### config.mk
export PLATFORM = sky130hd
export DESIGN_NAME = bsg_fifo_scoreboard
export DESIGN_NICKNAME = d
export VERILOG_FILES = /design/src/rtl/bsg_fifo_scoreboard.sv
export SDC_FILE = /design/constraint.sdc
export NUM_CORES = 1
export LEC_CHECK = 0
export ABC_AREA = 1
export CORE_MARGIN = 5
export CORE_UTILIZATION = 57
export DETAILED_ROUTE_END_ITERATION = 8
export HOLD_SLACK_MARGIN = 0.1
export PLACE_DENSITY = 0.85
export RECOVER_POWER = 100
export SETUP_SLACK_MARGIN = 0.1
export SLEW_MARGIN = 20
export SYNTH_ARGS = -nofsm -noshare
export SYNTH_HDL_FRONTEND = slang
export SYNTH_SLANG_ARGS = --single-unit
### constraint.sdc
create_clock -name clk_i -period 5.65 [get_ports clk_i]
set_clock_uncertainty 0.1 [all_clocks]
set_input_delay 1.13 -clock clk_i [delete_from_list [all_inputs] [get_ports clk_i]]
set_output_delay 1.13 -clock clk_i [all_outputs]
set_load 0.01 [all_outputs]
### src/rtl/bsg_fifo_scoreboard.sv
// Reference-model checker for a ready/valid FIFO: shadows occupancy and data,
// and reports sticky per-check error bits, first-error code/cycle and transfer counts.
module bsg_fifo_scoreboard #(
    parameter int width_p       = 8,
    parameter int els_p         = 2,
    parameter int check_flags_p = 1,
    parameter int ctr_width_p   = 32
) (
    input  logic                         clk_i,
    input  logic                         reset_i,
    input  logic                         enq_v_i,
    input  logic                         enq_ready_i,
    input  logic [width_p-1:0]           enq_data_i,
    input  logic                         deq_v_i,
    input  logic                         deq_yumi_i,
    input  logic [width_p-1:0]           deq_data_i,
    input  logic                         full_i,
    input  logic                         empty_i,
    output logic [$clog2(els_p+1)-1:0]   count_o,
    output logic [6:0]                   err_o,
    output logic                         err_any_o,
    output logic [2:0]                   first_err_o,
    output logic [ctr_width_p-1:0]       first_err_cycle_o,
    output logic [ctr_width_p-1:0]       enq_cnt_o,
    output logic [ctr_width_p-1:0]       deq_cnt_o
);

    localparam int cnt_width_lp = $clog2(els_p+1);
    localparam int ptr_width_lp = (els_p > 1) ? $clog2(els_p) : 1;
    localparam logic [cnt_width_lp-1:0] cnt_full_lp = cnt_width_lp'(els_p);
    localparam logic [ptr_width_lp-1:0] ptr_last_lp = ptr_width_lp'(els_p-1);
    localparam logic [ctr_width_p-1:0]  ctr_one_lp  = ctr_width_p'(1);

    logic [width_p-1:0]      mem_reg [els_p];
    logic [ptr_width_lp-1:0] wptr_reg, wptr_next;
    logic [ptr_width_lp-1:0] rptr_reg, rptr_next;
    logic [cnt_width_lp-1:0] cnt_reg, cnt_next;
    logic [6:0]              err_reg, err_now, err_next;
    logic [2:0]              first_err_reg, first_code;
    logic [ctr_width_p-1:0]  first_err_cycle_reg;
    logic [ctr_width_p-1:0]  cycle_reg, enq_cnt_reg, deq_cnt_reg;

    logic enque, deque, model_full, model_empty, legal_enq, legal_deq;
    logic flags_en;

    assign enque       = enq_v_i & enq_ready_i;
    assign deque       = deq_yumi_i;
    assign model_full  = (cnt_reg == cnt_full_lp);
    assign model_empty = (cnt_reg == '0);
    assign legal_enq   = enque & ~model_full & ~reset_i;
    assign legal_deq   = deque & ~model_empty & ~reset_i;
    assign flags_en    = (check_flags_p != 0);

    // The shadow head is read combinationally so it can be compared in the same cycle as the pop.
    always_comb begin
        err_now    = '0;
        err_now[0] = enque & model_full;
        err_now[1] = deque & model_empty;
        err_now[2] = deque & ~model_empty & (deq_data_i != mem_reg[rptr_reg]);
        err_now[3] = flags_en & (full_i != model_full);
        err_now[4] = flags_en & (empty_i != model_empty);
        err_now[5] = (enq_ready_i != ~model_full);
        err_now[6] = (deq_v_i != ~model_empty) | (deq_yumi_i & ~deq_v_i);
        if (reset_i) begin
            err_now = '0;
        end
    end

    genvar gi;
    generate
        for (gi = 0; gi < 7; gi++) begin : g_sticky
            assign err_next[gi] = err_reg[gi] | err_now[gi];
        end
    endgenerate

    // Descending scan so the lowest-numbered firing check ends up winning.
    always_comb begin
        first_code = 3'd7;
        for (int i = 6; i >= 0; i--) begin
            if (err_now[i]) begin
                first_code = 3'(i);
            end
        end
    end

    always_comb begin
        wptr_next = wptr_reg;
        rptr_next = rptr_reg;
        if (legal_enq) begin
            wptr_next = (wptr_reg == ptr_last_lp) ? '0 : wptr_reg + 1'b1;
        end
        if (legal_deq) begin
            rptr_next = (rptr_reg == ptr_last_lp) ? '0 : rptr_reg + 1'b1;
        end
        cnt_next = cnt_reg + cnt_width_lp'(legal_enq) - cnt_width_lp'(legal_deq);
    end

    // Data storage is deliberately left out of reset.
    always_ff @(posedge clk_i) begin
        if (legal_enq) begin
            mem_reg[wptr_reg] <= enq_data_i;
        end
    end

    always_ff @(posedge clk_i) begin
        if (reset_i) begin
            wptr_reg            <= '0;
            rptr_reg            <= '0;
            cnt_reg             <= '0;
            err_reg             <= '0;
            first_err_reg       <= 3'd7;
            first_err_cycle_reg <= '0;
            cycle_reg           <= '0;
            enq_cnt_reg         <= '0;
            deq_cnt_reg         <= '0;
        end else begin
            wptr_reg  <= wptr_next;
            rptr_reg  <= rptr_next;
            cnt_reg   <= cnt_next;
            err_reg   <= err_next;
            cycle_reg <= cycle_reg + ctr_one_lp;
            if (legal_enq) begin
                enq_cnt_reg <= enq_cnt_reg + ctr_one_lp;
            end
            if (legal_deq) begin
                deq_cnt_reg <= deq_cnt_reg + ctr_one_lp;
            end
            if ((|err_now) && !(|err_reg)) begin
                first_err_reg       <= first_code;
                first_err_cycle_reg <= cycle_reg;
            end
        end
    end

    assign count_o           = cnt_reg;
    assign err_o             = err_reg;
    assign err_any_o         = |err_reg;
    assign first_err_o       = first_err_reg;
    assign first_err_cycle_o = first_err_cycle_reg;
    assign enq_cnt_o         = enq_cnt_reg;
    assign deq_cnt_o         = deq_cnt_reg;

endmodule
==> impl_metrics.prom, run 1 <==
# TYPE chip_impl_metric gauge
chip_impl_metric{name="grt_pass1_vias",unit=""} 6902
chip_impl_metric{name="dr.first_iter.drc_count",unit=""} 534
chip_impl_metric{name="ys_warn_count",unit=""} 0
chip_impl_metric{name="viasPerCell",unit=""} 5.38
chip_impl_metric{name="place.gp.congestion",unit=""} 0.898
chip_impl_metric{name="die-area",unit="um2"} 15900
chip_impl_metric{name="route.final.wire_length",unit="mm"} 18.6
chip_impl_metric{name="irDropWorstVdd",unit="mV"} 0.195
chip_impl_metric{name="final_core_utilization",unit="%"} 71.8
chip_impl_metric{name="report.power.total",unit="mW"} 2.62
chip_impl_metric{name="power.switching_fraction",unit="%"} 24.3
chip_impl_info{name="worstHoldPathType",value="reg -> reg"} 1
chip_impl_metric{name="power.share.clock",unit="%"} 44.7
chip_impl_metric{name="cts-root-to-sink-buffers",unit=""} 2
chip_impl_metric{name="route.detailed.drc",unit=""} 0
chip_impl_metric{name="drt_first_pass_iters",unit=""} 7
chip_impl_metric{name="reg_power_share",unit="%"} 45.6
chip_impl_metric{name="post-route-cell-area",unit="um2"} 9470
chip_impl_metric{name="hold_buffers",unit=""} 0
chip_impl_metric{name="placement.io_buffers",unit=""} 132
chip_impl_metric{name="ys_seq_elements",unit=""} 159
chip_impl_info{name="status",value="finished clean"} 1
chip_impl_metric{name="power_per_cell_area",unit="nW/um2"} 277
chip_impl_info{name="setup.worst_path.start_class",value="input pin"} 1
chip_impl_metric{name="net-switching-power",unit="uW"} 636
chip_impl_metric{name="initial_antenna_violation_count",unit=""} 0
chip_impl_metric{name="layout.cells.non_filler",unit=""} 1365
chip_impl_metric{name="clk_pin_slew_worst_paths",unit="ps"} 60
chip_impl_metric{name="grt_util_all_layers",unit="%"} 23.5
chip_impl_metric{name="placement.cell_area",unit="um2"} 9060
chip_impl_metric{name="largest_net_degree_at_the_start_of_global_routing",unit=""} 101
chip_impl_metric{name="drv_cap",unit=""} 0
chip_impl_metric{name="num_io_pins",unit=""} 133
chip_impl_metric{name="floorplan.initialDensity",unit="%"} 58.1
chip_impl_metric{name="clock-sinks",unit=""} 159
chip_impl_metric{name="report.final.slew_viol_count",unit=""} 0
chip_impl_metric{name="vias",unit=""} 7342
chip_impl_info{name="grt_setup_unrepaired",value="no"} 1
chip_impl_metric{name="post_cts_buffers",unit=""} 0
chip_impl_metric{name="diode_insertion_count_for_antenna_repair",unit=""} 0
chip_impl_metric{name="x_dimension_of_the_die",unit="um"} 126
chip_impl_metric{name="syn_area",unit="um2"} 7670
chip_impl_metric{name="yosysUniqueCellTypes",unit=""} 47
chip_impl_metric{name="worst-slew-pin-transition",unit="ps"} 975
chip_impl_metric{name="leakagePower",unit="nW"} 3.79
chip_impl_metric{name="syn-mean-instance-area",unit="um2"} 7.27
chip_impl_metric{name="final.setup.worst_slack",unit="ps"} 1560
chip_impl_metric{name="drive_gt1_share",unit="%"} 4.12
chip_impl_metric{name="synth_nets",unit=""} 1084
chip_impl_metric{name="setup_violations",unit=""} 0
chip_impl_metric{name="rows",unit=""} 42
chip_impl_metric{name="timing_hold_violations_final",unit=""} 0
chip_impl_metric{name="syn-instance-count",unit=""} 1055
chip_impl_metric{name="global_route_wire_length_before_repair",unit="mm"} 31.5
chip_impl_info{name="worstSetupEndpointType",value="flop"} 1
chip_impl_metric{name="period_share",unit="%"} 72.5
chip_impl_info{name="tritoncts_clock_tree",value="yes"} 1
chip_impl_info{name="worst-setup-path-type",value="in -> reg"} 1
chip_impl_metric{name="p_comb_share",unit="%"} 9.7
chip_impl_metric{name="achievable-frequency",unit="MHz"} 244
chip_impl_metric{name="critical_path_data_required_time",unit="ps"} 5840
chip_impl_metric{name="nets",unit=""} 1205
chip_impl_metric{name="area.growth.synth_to_final",unit="%"} 23.5
chip_impl_metric{name="sequential_fraction_of_the_synthesis_area",unit="%"} 43.6
chip_impl_metric{name="timing.max_slew.rel_slack",unit="%"} 35.0
chip_impl_metric{name="place_inst",unit=""} 1333
chip_impl_metric{name="timing.setup.tns",unit="ps"} 0
chip_impl_metric{name="h-tree-depth",unit=""} 4
chip_impl_metric{name="avgRoutedWirePerCell",unit="um"} 13.6
chip_impl_metric{name="internal_power",unit="mW"} 1.99
chip_impl_metric{name="dp_slack",unit="ps"} 1850
chip_impl_metric{name="die_height",unit="um"} 126
chip_impl_metric{name="critPathMaxFanout",unit=""} 100
chip_impl_metric{name="globalRouteOverflowTotal",unit=""} 0
chip_impl_metric{name="place.detailed.hpwl",unit="mm"} 12.9
chip_impl_metric{name="fp.coreArea",unit="um2"} 13200
chip_impl_metric{name="tritoncts.num_buffers",unit=""} 17
chip_impl_metric{name="synth_edf_count",unit=""} 16
chip_impl_metric{name="async_reset_ff_share",unit="%"} 0
chip_impl_info{name="root_buffer",value="sky130_fd_sc_hd__clkbuf_16"} 1
chip_impl_info{name="yosys_most_used_dff",value="sky130_fd_sc_hd__dfxtp_1"} 1
chip_impl_metric{name="antenna_left",unit=""} 0
chip_impl_metric{name="final_period_minus_worst_setup_slack",unit="ps"} 4090
chip_impl_metric{name="postCtsResizedCells",unit=""} 0
chip_impl_metric{name="holdWs",unit="ps"} 346
chip_impl_metric{name="crit_arrival",unit="ps"} 4290
chip_impl_metric{name="clk-insertion-delay-late",unit="ps"} 420
==> area by class of cell <==
| type | instances | area (um2) |
|---|---|---|
| flip-flops and latches | 159 | 3340 |
| inverters | 133 | 504 |
| well taps | 176 | 220 |
| clock buffers | 19 | 443 |
| repair buffers | 134 | 1330 |
| fillers | 1081 | 3720 |
| clock inverters | 13 | 164 |
| multi-input cells | 731 | 3460 |
==> cell usage in the layout, fill, tap and decap left out, types with 12 or more instances in the layout <==
cell,instances
sky130_fd_sc_hd__clkbuf_16,17
sky130_fd_sc_hd__nor4_1,12
sky130_fd_sc_hd__nand2_1,233
sky130_fd_sc_hd__dlygate4sd3_1,118
sky130_fd_sc_hd__nand4_1,22
sky130_fd_sc_hd__nor2_1,136
sky130_fd_sc_hd__edfxtp_1,16
sky130_fd_sc_hd__a21oi_1,96
sky130_fd_sc_hd__clkdlybuf4s50_1,13
sky130_fd_sc_hd__dfxtp_1,143
sky130_fd_sc_hd__inv_1,131
sky130_fd_sc_hd__nand3_1,74
sky130_fd_sc_hd__nor3_1,54
sky130_fd_sc_hd__o21ai_0,39
==> cells by family (layout without fill, tap and decap cells) <==
| group | count (synthesis) | after routing | synth area share (%) |
|---|---|---|---|
| adders and majority gates | 5 | 5 | 0.816 |
| xor gates and xnor gates | 14 | 14 | 1.60 |
| DFF | 159 | 159 | 43.6 |
| AOI/OAI and AO/OA | 155 | 155 | 10.8 |
| and+or+nand+nor | 557 | 557 | 34.5 |
| buffers and inverters | 165 | 299 | 8.70 |
==> Yosys cell counts, types with 4 or more instances <==
library cell                 n  area (um2)
sky130_fd_sc_hd__o21ai_0    37         185
sky130_fd_sc_hd__nand3_1    71         355
sky130_fd_sc_hd__buf_6       4        45.0
sky130_fd_sc_hd__nor4_1     11        68.8
sky130_fd_sc_hd__a31oi_1     4        25.0
sky130_fd_sc_hd__nor2_2      8        50.1
sky130_fd_sc_hd__nor3_1     49         245
sky130_fd_sc_hd__o21ai_1     4        20.0
sky130_fd_sc_hd__inv_1     129         484
sky130_fd_sc_hd__buf_2       7        35.0
sky130_fd_sc_hd__nor2_1    121         454
sky130_fd_sc_hd__edfxtp_1   16         480
sky130_fd_sc_hd__dfxtp_1   143        2860
sky130_fd_sc_hd__buf_1       4        15.0
sky130_fd_sc_hd__ha_1        5        62.6
sky130_fd_sc_hd__nand4_1    19         119
sky130_fd_sc_hd__nand3b_1    6        45.0
sky130_fd_sc_hd__nand2_2     8        50.1
sky130_fd_sc_hd__clkbuf_1   16        60.1
sky130_fd_sc_hd__nor2_4      8        90.1
sky130_fd_sc_hd__xnor2_1     5        43.8
sky130_fd_sc_hd__xor2_1      9        78.8
sky130_fd_sc_hd__nand2_1   227         852
sky130_fd_sc_hd__a21oi_1    96         480
sky130_fd_sc_hd__o21a_1      7        52.6
sky130_fd_sc_hd__nor3b_1     8        60.1
==> final timing paths <==
kind / start / endpoint / slack [ps] / depth (start not counted)
max: reset_i / deq_cnt_o[21] / 1560 / 11
min: cycle_reg[0] / cycle_reg[0] / 350 / 1
max reg2reg: count_o[1] / deq_cnt_o[21] / 2690 / 11
min reg2reg: cycle_reg[0] / cycle_reg[0] / 350 / 1
==> metal layers <==
metal / wire length (um) / vias to the layer above / GRT usage (%)
met2: 8570 / 255 / 37.8
met5: 0 / - / 0
met3: 1110 / 39 / 4.83
met4: 394 / 0 / 9.15
met1: 8540 / 3345 / 31.1
li1: - / 3703 / -
==> worst max-delay path, cell delays in order <==
cell                       delay, ps
sky130_fd_sc_hd__clkbuf_1        110
sky130_fd_sc_hd__inv_4           670
sky130_fd_sc_hd__nand3_1         420
sky130_fd_sc_hd__inv_1           420
sky130_fd_sc_hd__nand2_1         160
sky130_fd_sc_hd__nor2_1          300
sky130_fd_sc_hd__nand3b_2        170
sky130_fd_sc_hd__nor3_1          460
sky130_fd_sc_hd__nand2_1         170
sky130_fd_sc_hd__nor2_1          150
sky130_fd_sc_hd__nor3b_2          60
==> power by group through the flow <==
stage | logic (mW) | clock network (mW) | registers (mW)
3_3_place_gp | 0.267 | 0 | 1.22
2_1_floorplan | 0.161 | 0 | 1.23
6_report | 0.254 | 1.17 | 1.20
3_5_place_dp | 0.272 | 0 | 1.22
4_1_cts | 0.274 | 1.18 | 1.20
5_1_grt | 0.285 | 1.23 | 1.20
No activity file was read; power rests on OpenSTA's default activity.
==> inputs of run 2 (changes only) <==
CORE_UTILIZATION = 48   (was 57)
PLACE_DENSITY = 0.76   (was 0.85)
clock period = 3.6 ns   (was 5.65 ns; I/O delays follow)
==> run 2 against run 1 <==
The flow now finishes with violations (max-capacitance violations, max-slew violations). Utilization decreased by 11 points. Via count decreased by 2.5%. Clock power increased by 66%. Largest cell class unchanged. Critical path depth unchanged. Global-route usage decreased by 3.0 points. Die area increased by 17%. Count of clock-buffer cells in the layout unchanged. Worst setup slack got worse by 850 ps.
==> impl_metrics.prom, run 2 (synthesis results as in run 1) <==
# TYPE chip_impl_metric gauge
chip_impl_metric{name="critPathMaxFanout",unit=""} 7
chip_impl_metric{name="global_route_wire_length_before_repair",unit="mm"} 31.1
chip_impl_metric{name="place.gp.congestion",unit=""} 0.873
chip_impl_metric{name="final.setup.worst_slack",unit="ps"} 703
chip_impl_metric{name="power.share.clock",unit="%"} 45.9
chip_impl_metric{name="route.final.wire_length",unit="mm"} 18.4
chip_impl_metric{name="fp.coreArea",unit="um2"} 15800
chip_impl_metric{name="worst-slew-pin-transition",unit="ps"} 2130
chip_impl_metric{name="antenna_left",unit=""} 0
chip_impl_metric{name="grt_util_all_layers",unit="%"} 20.5
chip_impl_metric{name="power.switching_fraction",unit="%"} 23.7
chip_impl_metric{name="tritoncts.num_buffers",unit=""} 17
chip_impl_metric{name="leakagePower",unit="nW"} 3.87
chip_impl_metric{name="layout.cells.non_filler",unit=""} 1410
chip_impl_metric{name="route.detailed.drc",unit=""} 0
chip_impl_metric{name="globalRouteOverflowTotal",unit=""} 0
chip_impl_metric{name="critical_path_data_required_time",unit="ps"} 3850
chip_impl_metric{name="drv_cap",unit=""} 2
chip_impl_metric{name="dr.first_iter.drc_count",unit=""} 358
chip_impl_metric{name="drt_first_pass_iters",unit=""} 5
chip_impl_metric{name="net-switching-power",unit="mW"} 1.00
chip_impl_metric{name="num_io_pins",unit=""} 133
chip_impl_metric{name="power_per_cell_area",unit="nW/um2"} 438
chip_impl_metric{name="rows",unit=""} 46
chip_impl_info{name="most_used_cells_in_the_layout_excluding_fill_and_tap_cells",value="sky130_fd_sc_hd__nand2_1, sky130_fd_sc_hd__dfxtp_1, sky130_fd_sc_hd__inv_1"} 1
chip_impl_metric{name="setup_violations",unit=""} 0
chip_impl_metric{name="place_inst",unit=""} 1378
chip_impl_metric{name="die-area",unit="um2"} 18600
chip_impl_metric{name="irDropWorstVdd",unit="mV"} 0.323
chip_impl_metric{name="clk_pin_slew_worst_paths",unit="ps"} 60
chip_impl_info{name="worst-setup-path-type",value="in -> reg"} 1
chip_impl_info{name="worstSetupEndpointType",value="flop"} 1
chip_impl_info{name="violated_checks",value="max-capacitance violations, max-slew violations"} 1
chip_impl_metric{name="x_dimension_of_the_die",unit="um"} 136
chip_impl_metric{name="vias",unit=""} 7155
chip_impl_info{name="root_buffer",value="sky130_fd_sc_hd__clkbuf_16"} 1
chip_impl_metric{name="h-tree-depth",unit=""} 4
chip_impl_metric{name="post_cts_buffers",unit=""} 0
chip_impl_metric{name="reg_power_share",unit="%"} 44.4
chip_impl_metric{name="internal_power",unit="mW"} 3.22
chip_impl_metric{name="viasPerCell",unit=""} 5.07
chip_impl_metric{name="achievable-frequency",unit="MHz"} 345
chip_impl_metric{name="area.growth.synth_to_final",unit="%"} 25.8
chip_impl_metric{name="floorplan.initialDensity",unit="%"} 48.6
chip_impl_metric{name="placement.io_buffers",unit=""} 132
chip_impl_metric{name="p_comb_share",unit="%"} 9.7
chip_impl_metric{name="nets",unit=""} 1210
chip_impl_metric{name="timing.setup.tns",unit="ps"} 0
chip_impl_metric{name="drive_gt1_share",unit="%"} 5.03
chip_impl_info{name="status",value="finished with violations"} 1
chip_impl_metric{name="crit_arrival",unit="ps"} 3150
chip_impl_metric{name="dp_slack",unit="ps"} 740
chip_impl_metric{name="hold_buffers",unit=""} 0
chip_impl_metric{name="final_period_minus_worst_setup_slack",unit="ps"} 2900
chip_impl_metric{name="clock-sinks",unit=""} 159
chip_impl_metric{name="diode_insertion_count_for_antenna_repair",unit=""} 0
chip_impl_info{name="mostFrequentLayoutCell",value="sky130_fd_sc_hd__nand2_1"} 1
chip_impl_metric{name="post-route-cell-area",unit="um2"} 9640
chip_impl_metric{name="final_core_utilization",unit="%"} 61.2
chip_impl_metric{name="placement.cell_area",unit="um2"} 9160
chip_impl_info{name="tritoncts_clock_tree",value="yes"} 1
chip_impl_metric{name="report.final.slew_viol_count",unit=""} 84
chip_impl_metric{name="period_share",unit="%"} 80.5
chip_impl_metric{name="timing.max_slew.rel_slack",unit="%"} -41.8
chip_impl_metric{name="initial_antenna_violation_count",unit=""} 0
chip_impl_metric{name="postCtsResizedCells",unit=""} 0
chip_impl_metric{name="cts-root-to-sink-buffers",unit=""} 2
chip_impl_metric{name="grt_pass1_vias",unit=""} 6683
chip_impl_info{name="setup.worst_path.start_class",value="input pin"} 1
chip_impl_info{name="worstHoldPathType",value="reg -> reg"} 1
chip_impl_metric{name="largest_net_degree_at_the_start_of_global_routing",unit=""} 69
chip_impl_metric{name="place.detailed.hpwl",unit="mm"} 13.4
chip_impl_metric{name="avgRoutedWirePerCell",unit="um"} 13.1
chip_impl_metric{name="timing_hold_violations_final",unit=""} 0
chip_impl_metric{name="clk-insertion-delay-late",unit="ps"} 420
chip_impl_metric{name="die_height",unit="um"} 136
chip_impl_info{name="grt_setup_unrepaired",value="no"} 1
run 2: cell count changes in the layout (fill, tap and decap cells not counted), sizes merged:
cell           change
clkinv             +1
bufinv             +1
clkbuf             +3
dlygate4sd3        +1
inv                +1
buf                +2
clkinvlp           -3
clkdlybuf4s50      -1
run 2: critical path: stages:
cell                            delay (ps)
sky130_fd_sc_hd__dlygate4sd3_1         600
sky130_fd_sc_hd__nand2_1                90
sky130_fd_sc_hd__inv_1                  90
sky130_fd_sc_hd__nand2_1               160
sky130_fd_sc_hd__nor2_1                310
sky130_fd_sc_hd__nand3_1               250
sky130_fd_sc_hd__nor2_4                250
sky130_fd_sc_hd__nand4_2               190
sky130_fd_sc_hd__nor2_2                190
sky130_fd_sc_hd__o21ai_0               100
sky130_fd_sc_hd__a21oi_1               200
run 2: layer usage:
layer / up-vias / wire, um / global-route usage, %
met5: - / 0 / 0
met4: 0 / 353 / 7.17
met3: 29 / 979 / 4.18
met2: 194 / 8340 / 32.5
met1: 3219 / 8770 / 27.7
li1: 3713 / - / -
run 2: final cells by class:
type                       count  area (um2)
tap                          216         270
inverter                     133         504
sequential                   159        3340
timing repair buffer         139        1370
clock buffer                  19         455
clock inverter                13         184
fill                        1475        6130
multi-input combinational    731        3520
run 2: metrics by stage:
stage	hold slack, ps	total power, mW
5_1_grt	373	4.39
6_report	354	4.23
3_5_place_dp	343	2.36
2_1_floorplan	317	2.19
3_3_place_gp	330	2.35
4_1_cts	354	4.30
run 2: path summary, 6_finish.rpt:
| check | start | endpoint | slack, ps | cells after the start |
|---|---|---|---|---|
| worst max-delay path | enq_ready_i | enq_cnt_o[21] | 700 | 11 |
| worst min-delay path | rptr_reg | rptr_reg | 350 | 1 |
| worst max register to register | count_o[1] | first_err_cycle_o[11] | 1080 | 10 |
| worst min register to register | rptr_reg | rptr_reg | 350 | 1 |
run 2: power by group through the flow:
| stage | Clock (mW) | Sequential, mW | Combinational (mW) |
|---|---|---|---|
| finish | 1.94 | 1.88 | 0.408 |
| global route | 2.04 | 1.89 | 0.460 |
| CTS | 1.97 | 1.88 | 0.442 |
| detailed placement | 0 | 1.92 | 0.438 |
| global placement | 0 | 1.92 | 0.431 |
| floorplan | 0 | 1.93 | 0.253 |
==> inputs of run 3 (changes only) <==
clock period = 2.4 ns   (was 3.6 ns; I/O delays follow)
==> run 3 against run 2 <==
The run now ends clean. Sequential share of layout area shrank 1.3 points. Worst setup slack lost 490 ps. Die area is the same. Critical path depth shrank 6. Hold slack lost 4.3 ps. Sequential power grew 50%. First-iteration DRC count grew 64%. Sequential cell count is the same. Utilization grew 2.3 points. Largest cell class unchanged.
==> impl_metrics.prom, run 3 (synthesis results as in run 1) <==
# TYPE chip_impl_metric gauge
chip_impl_metric{name="placement.io_buffers",unit=""} 132
chip_impl_metric{name="critical_path_data_required_time",unit="ps"} 2620
chip_impl_metric{name="place.detailed.hpwl",unit="mm"} 13.9
chip_impl_info{name="critical_path_cell_sequence",value="clkbuf_1 > clkbuf_1 > clkbuf_2 > a21oi_1 > o21a_1"} 1
chip_impl_metric{name="period_share",unit="%"} 91.3
chip_impl_metric{name="drt_first_pass_iters",unit=""} 5
chip_impl_metric{name="post-route-cell-area",unit="um2"} 10000
chip_impl_info{name="status",value="finished clean"} 1
chip_impl_metric{name="report.power.total",unit="mW"} 6.27
chip_impl_metric{name="final.setup.worst_slack",unit="ps"} 209
chip_impl_metric{name="die-area",unit="um2"} 18600
chip_impl_info{name="slowest_stage",value="sky130_fd_sc_hd__clkbuf_2"} 1
chip_impl_metric{name="fp.coreArea",unit="um2"} 15800
chip_impl_metric{name="dp_slack",unit="ps"} -74.8
chip_impl_metric{name="clk-insertion-delay-late",unit="ps"} 420
chip_impl_metric{name="die_height",unit="um"} 136
chip_impl_info{name="worstHoldPathType",value="reg -> reg"} 1
chip_impl_info{name="setup.worst_path.start_class",value="input pin"} 1
chip_impl_metric{name="h-tree-depth",unit=""} 4
chip_impl_info{name="worstSetupEndpointType",value="flop"} 1
chip_impl_metric{name="power_per_cell_area",unit="nW/um2"} 626
chip_impl_metric{name="avgRoutedWirePerCell",unit="um"} 13.1
chip_impl_metric{name="x_dimension_of_the_die",unit="um"} 136
chip_impl_info{name="worst-setup-path-type",value="in -> reg"} 1
chip_impl_metric{name="drv_cap",unit=""} 0
chip_impl_metric{name="grt_util_all_layers",unit="%"} 20.8
chip_impl_metric{name="route.detailed.drc",unit=""} 0
chip_impl_metric{name="final_period_minus_worst_setup_slack",unit="ps"} 2190
chip_impl_metric{name="timing.max_slew.rel_slack",unit="%"} 28.7
chip_impl_metric{name="tritoncts.num_buffers",unit=""} 17
chip_impl_metric{name="worst-slew-pin-transition",unit="ps"} 1070
chip_impl_metric{name="slowest_delay",unit="ps"} 860
chip_impl_metric{name="globalRouteOverflowTotal",unit=""} 0
chip_impl_metric{name="num_io_pins",unit=""} 133
chip_impl_metric{name="grt_pass1_vias",unit=""} 6768
chip_impl_metric{name="setup_violations",unit=""} 0
chip_impl_metric{name="place_inst",unit=""} 1414
chip_impl_metric{name="clock-sinks",unit=""} 159
chip_impl_metric{name="floorplan.initialDensity",unit="%"} 48.6
chip_impl_metric{name="dr.first_iter.drc_count",unit=""} 587
chip_impl_info{name="most_used_cells_in_the_layout_excluding_fill_and_tap_cells",value="sky130_fd_sc_hd__nand2_1, sky130_fd_sc_hd__dfxtp_1, sky130_fd_sc_hd__inv_1"} 1
chip_impl_metric{name="leakagePower",unit="nW"} 4.05
chip_impl_metric{name="irDropWorstVdd",unit="mV"} 0.482
chip_impl_metric{name="diode_insertion_count_for_antenna_repair",unit=""} 0
chip_impl_metric{name="report.final.slew_viol_count",unit=""} 0
chip_impl_info{name="mostFrequentLayoutCell",value="sky130_fd_sc_hd__nand2_1"} 1
chip_impl_info{name="root_buffer",value="sky130_fd_sc_hd__clkbuf_16"} 1
chip_impl_metric{name="area.growth.synth_to_final",unit="%"} 30.6
chip_impl_metric{name="drive_gt1_share",unit="%"} 9.42
chip_impl_metric{name="place.gp.congestion",unit=""} 0.920
chip_impl_metric{name="timing_hold_violations_final",unit=""} 0
chip_impl_metric{name="placement.cell_area",unit="um2"} 9430
chip_impl_metric{name="global_route_wire_length_before_repair",unit="mm"} 31.6
chip_impl_metric{name="clk_pin_slew_worst_paths",unit="ps"} 60
chip_impl_metric{name="vias",unit=""} 7327
chip_impl_metric{name="cts-root-to-sink-buffers",unit=""} 2
chip_impl_metric{name="hold_buffers",unit=""} 0
chip_impl_metric{name="route.final.wire_length",unit="mm"} 19.0
chip_impl_metric{name="largest_net_degree_at_the_start_of_global_routing",unit=""} 69
chip_impl_info{name="tritoncts_clock_tree",value="yes"} 1
chip_impl_metric{name="layout.cells.non_filler",unit=""} 1448
chip_impl_info{name="grt_setup_unrepaired",value="no"} 1
chip_impl_metric{name="nets",unit=""} 1248
chip_impl_metric{name="antenna_left",unit=""} 0
chip_impl_metric{name="viasPerCell",unit=""} 5.06
chip_impl_metric{name="rows",unit=""} 46
chip_impl_metric{name="initial_antenna_violation_count",unit=""} 0
chip_impl_metric{name="critPathMaxFanout",unit=""} 38
chip_impl_metric{name="fillerInstances",unit=""} 1440
chip_impl_metric{name="crit_arrival",unit="ps"} 2410
chip_impl_metric{name="achievable-frequency",unit="MHz"} 456
chip_impl_info{name="crit_path_frequent_cell",value="sky130_fd_sc_hd__clkbuf_1"} 1
run 3: cell count changes in the layout (fill, tap and decap cells not counted), moves of 4 or more:
cell	change
sky130_fd_sc_hd__nor2_4	+4
sky130_fd_sc_hd__nand2_1	-5
sky130_fd_sc_hd__nor2_1	-7
sky130_fd_sc_hd__clkbuf_4	+7
sky130_fd_sc_hd__buf_4	+27
sky130_fd_sc_hd__dlygate4sd3_1	-4
run 3: metrics by stage:
stage	util [%]	hold slack, ps	TNS (ps)
final	63.5	350	0
after global routing	63.5	388	0
after CTS	63.7	315	0
after detailed placement	59.8	338	-227
after global placement	59.8	332	-69.8
after floorplan	-	317	0
run 3: area by class of cell:
class	count	area, um2	share of cell area [%]
multi-input cells	731	3640	36.4
flip-flops and latches	159	3340	33.4
repair buffers	177	1640	16.4
inverters	133	503	5.02
clock buffers	17	425	4.25
well taps	216	270	2.70
clock inverters	15	185	1.85
run 3: critical path: cells and delay by family:
family | cells | cell delay, ps
AO/OA/AOI/OAI | 2 | 250
buffers and inverters | 3 | 1660
run 3: repair_timing:
item                       4_1_cts  5_1_grt
pin swaps                        2        2
setup endpoints to repair        1       19
buffers inserted                 1        1
gates resized for setup          1        8
run 3: final timing paths:
kind,from,to,slack (ps),depth (start not counted)
worst max-delay path,reset_i,cycle_reg[4],210,5
worst min-delay path,rptr_reg,flop,350,1
worst max register to register,cycle_reg[0],cycle_reg[27],240,9
worst min register to register,rptr_reg,flop,350,1
run 3: layer usage:
metal  GRT usage (%)  wire [um]  vias up
met3            4.70       1060       24
met2            32.7       8610      195
li1                -          -     3788
met1            28.5       8970     3320
met4            6.66        363        0
met5               0          0        -
run 3: report_power, final:
| group | leakage [nW] | total, mW | switching, mW | internal (mW) |
|---|---|---|---|---|
| Clock | 0.283 | 2.79 | 1.14 | 1.65 |
| Combinational | 2.46 | 0.657 | 0.367 | 0.289 |
| Sequential | 1.30 | 2.82 | 0.0556 | 2.76 |
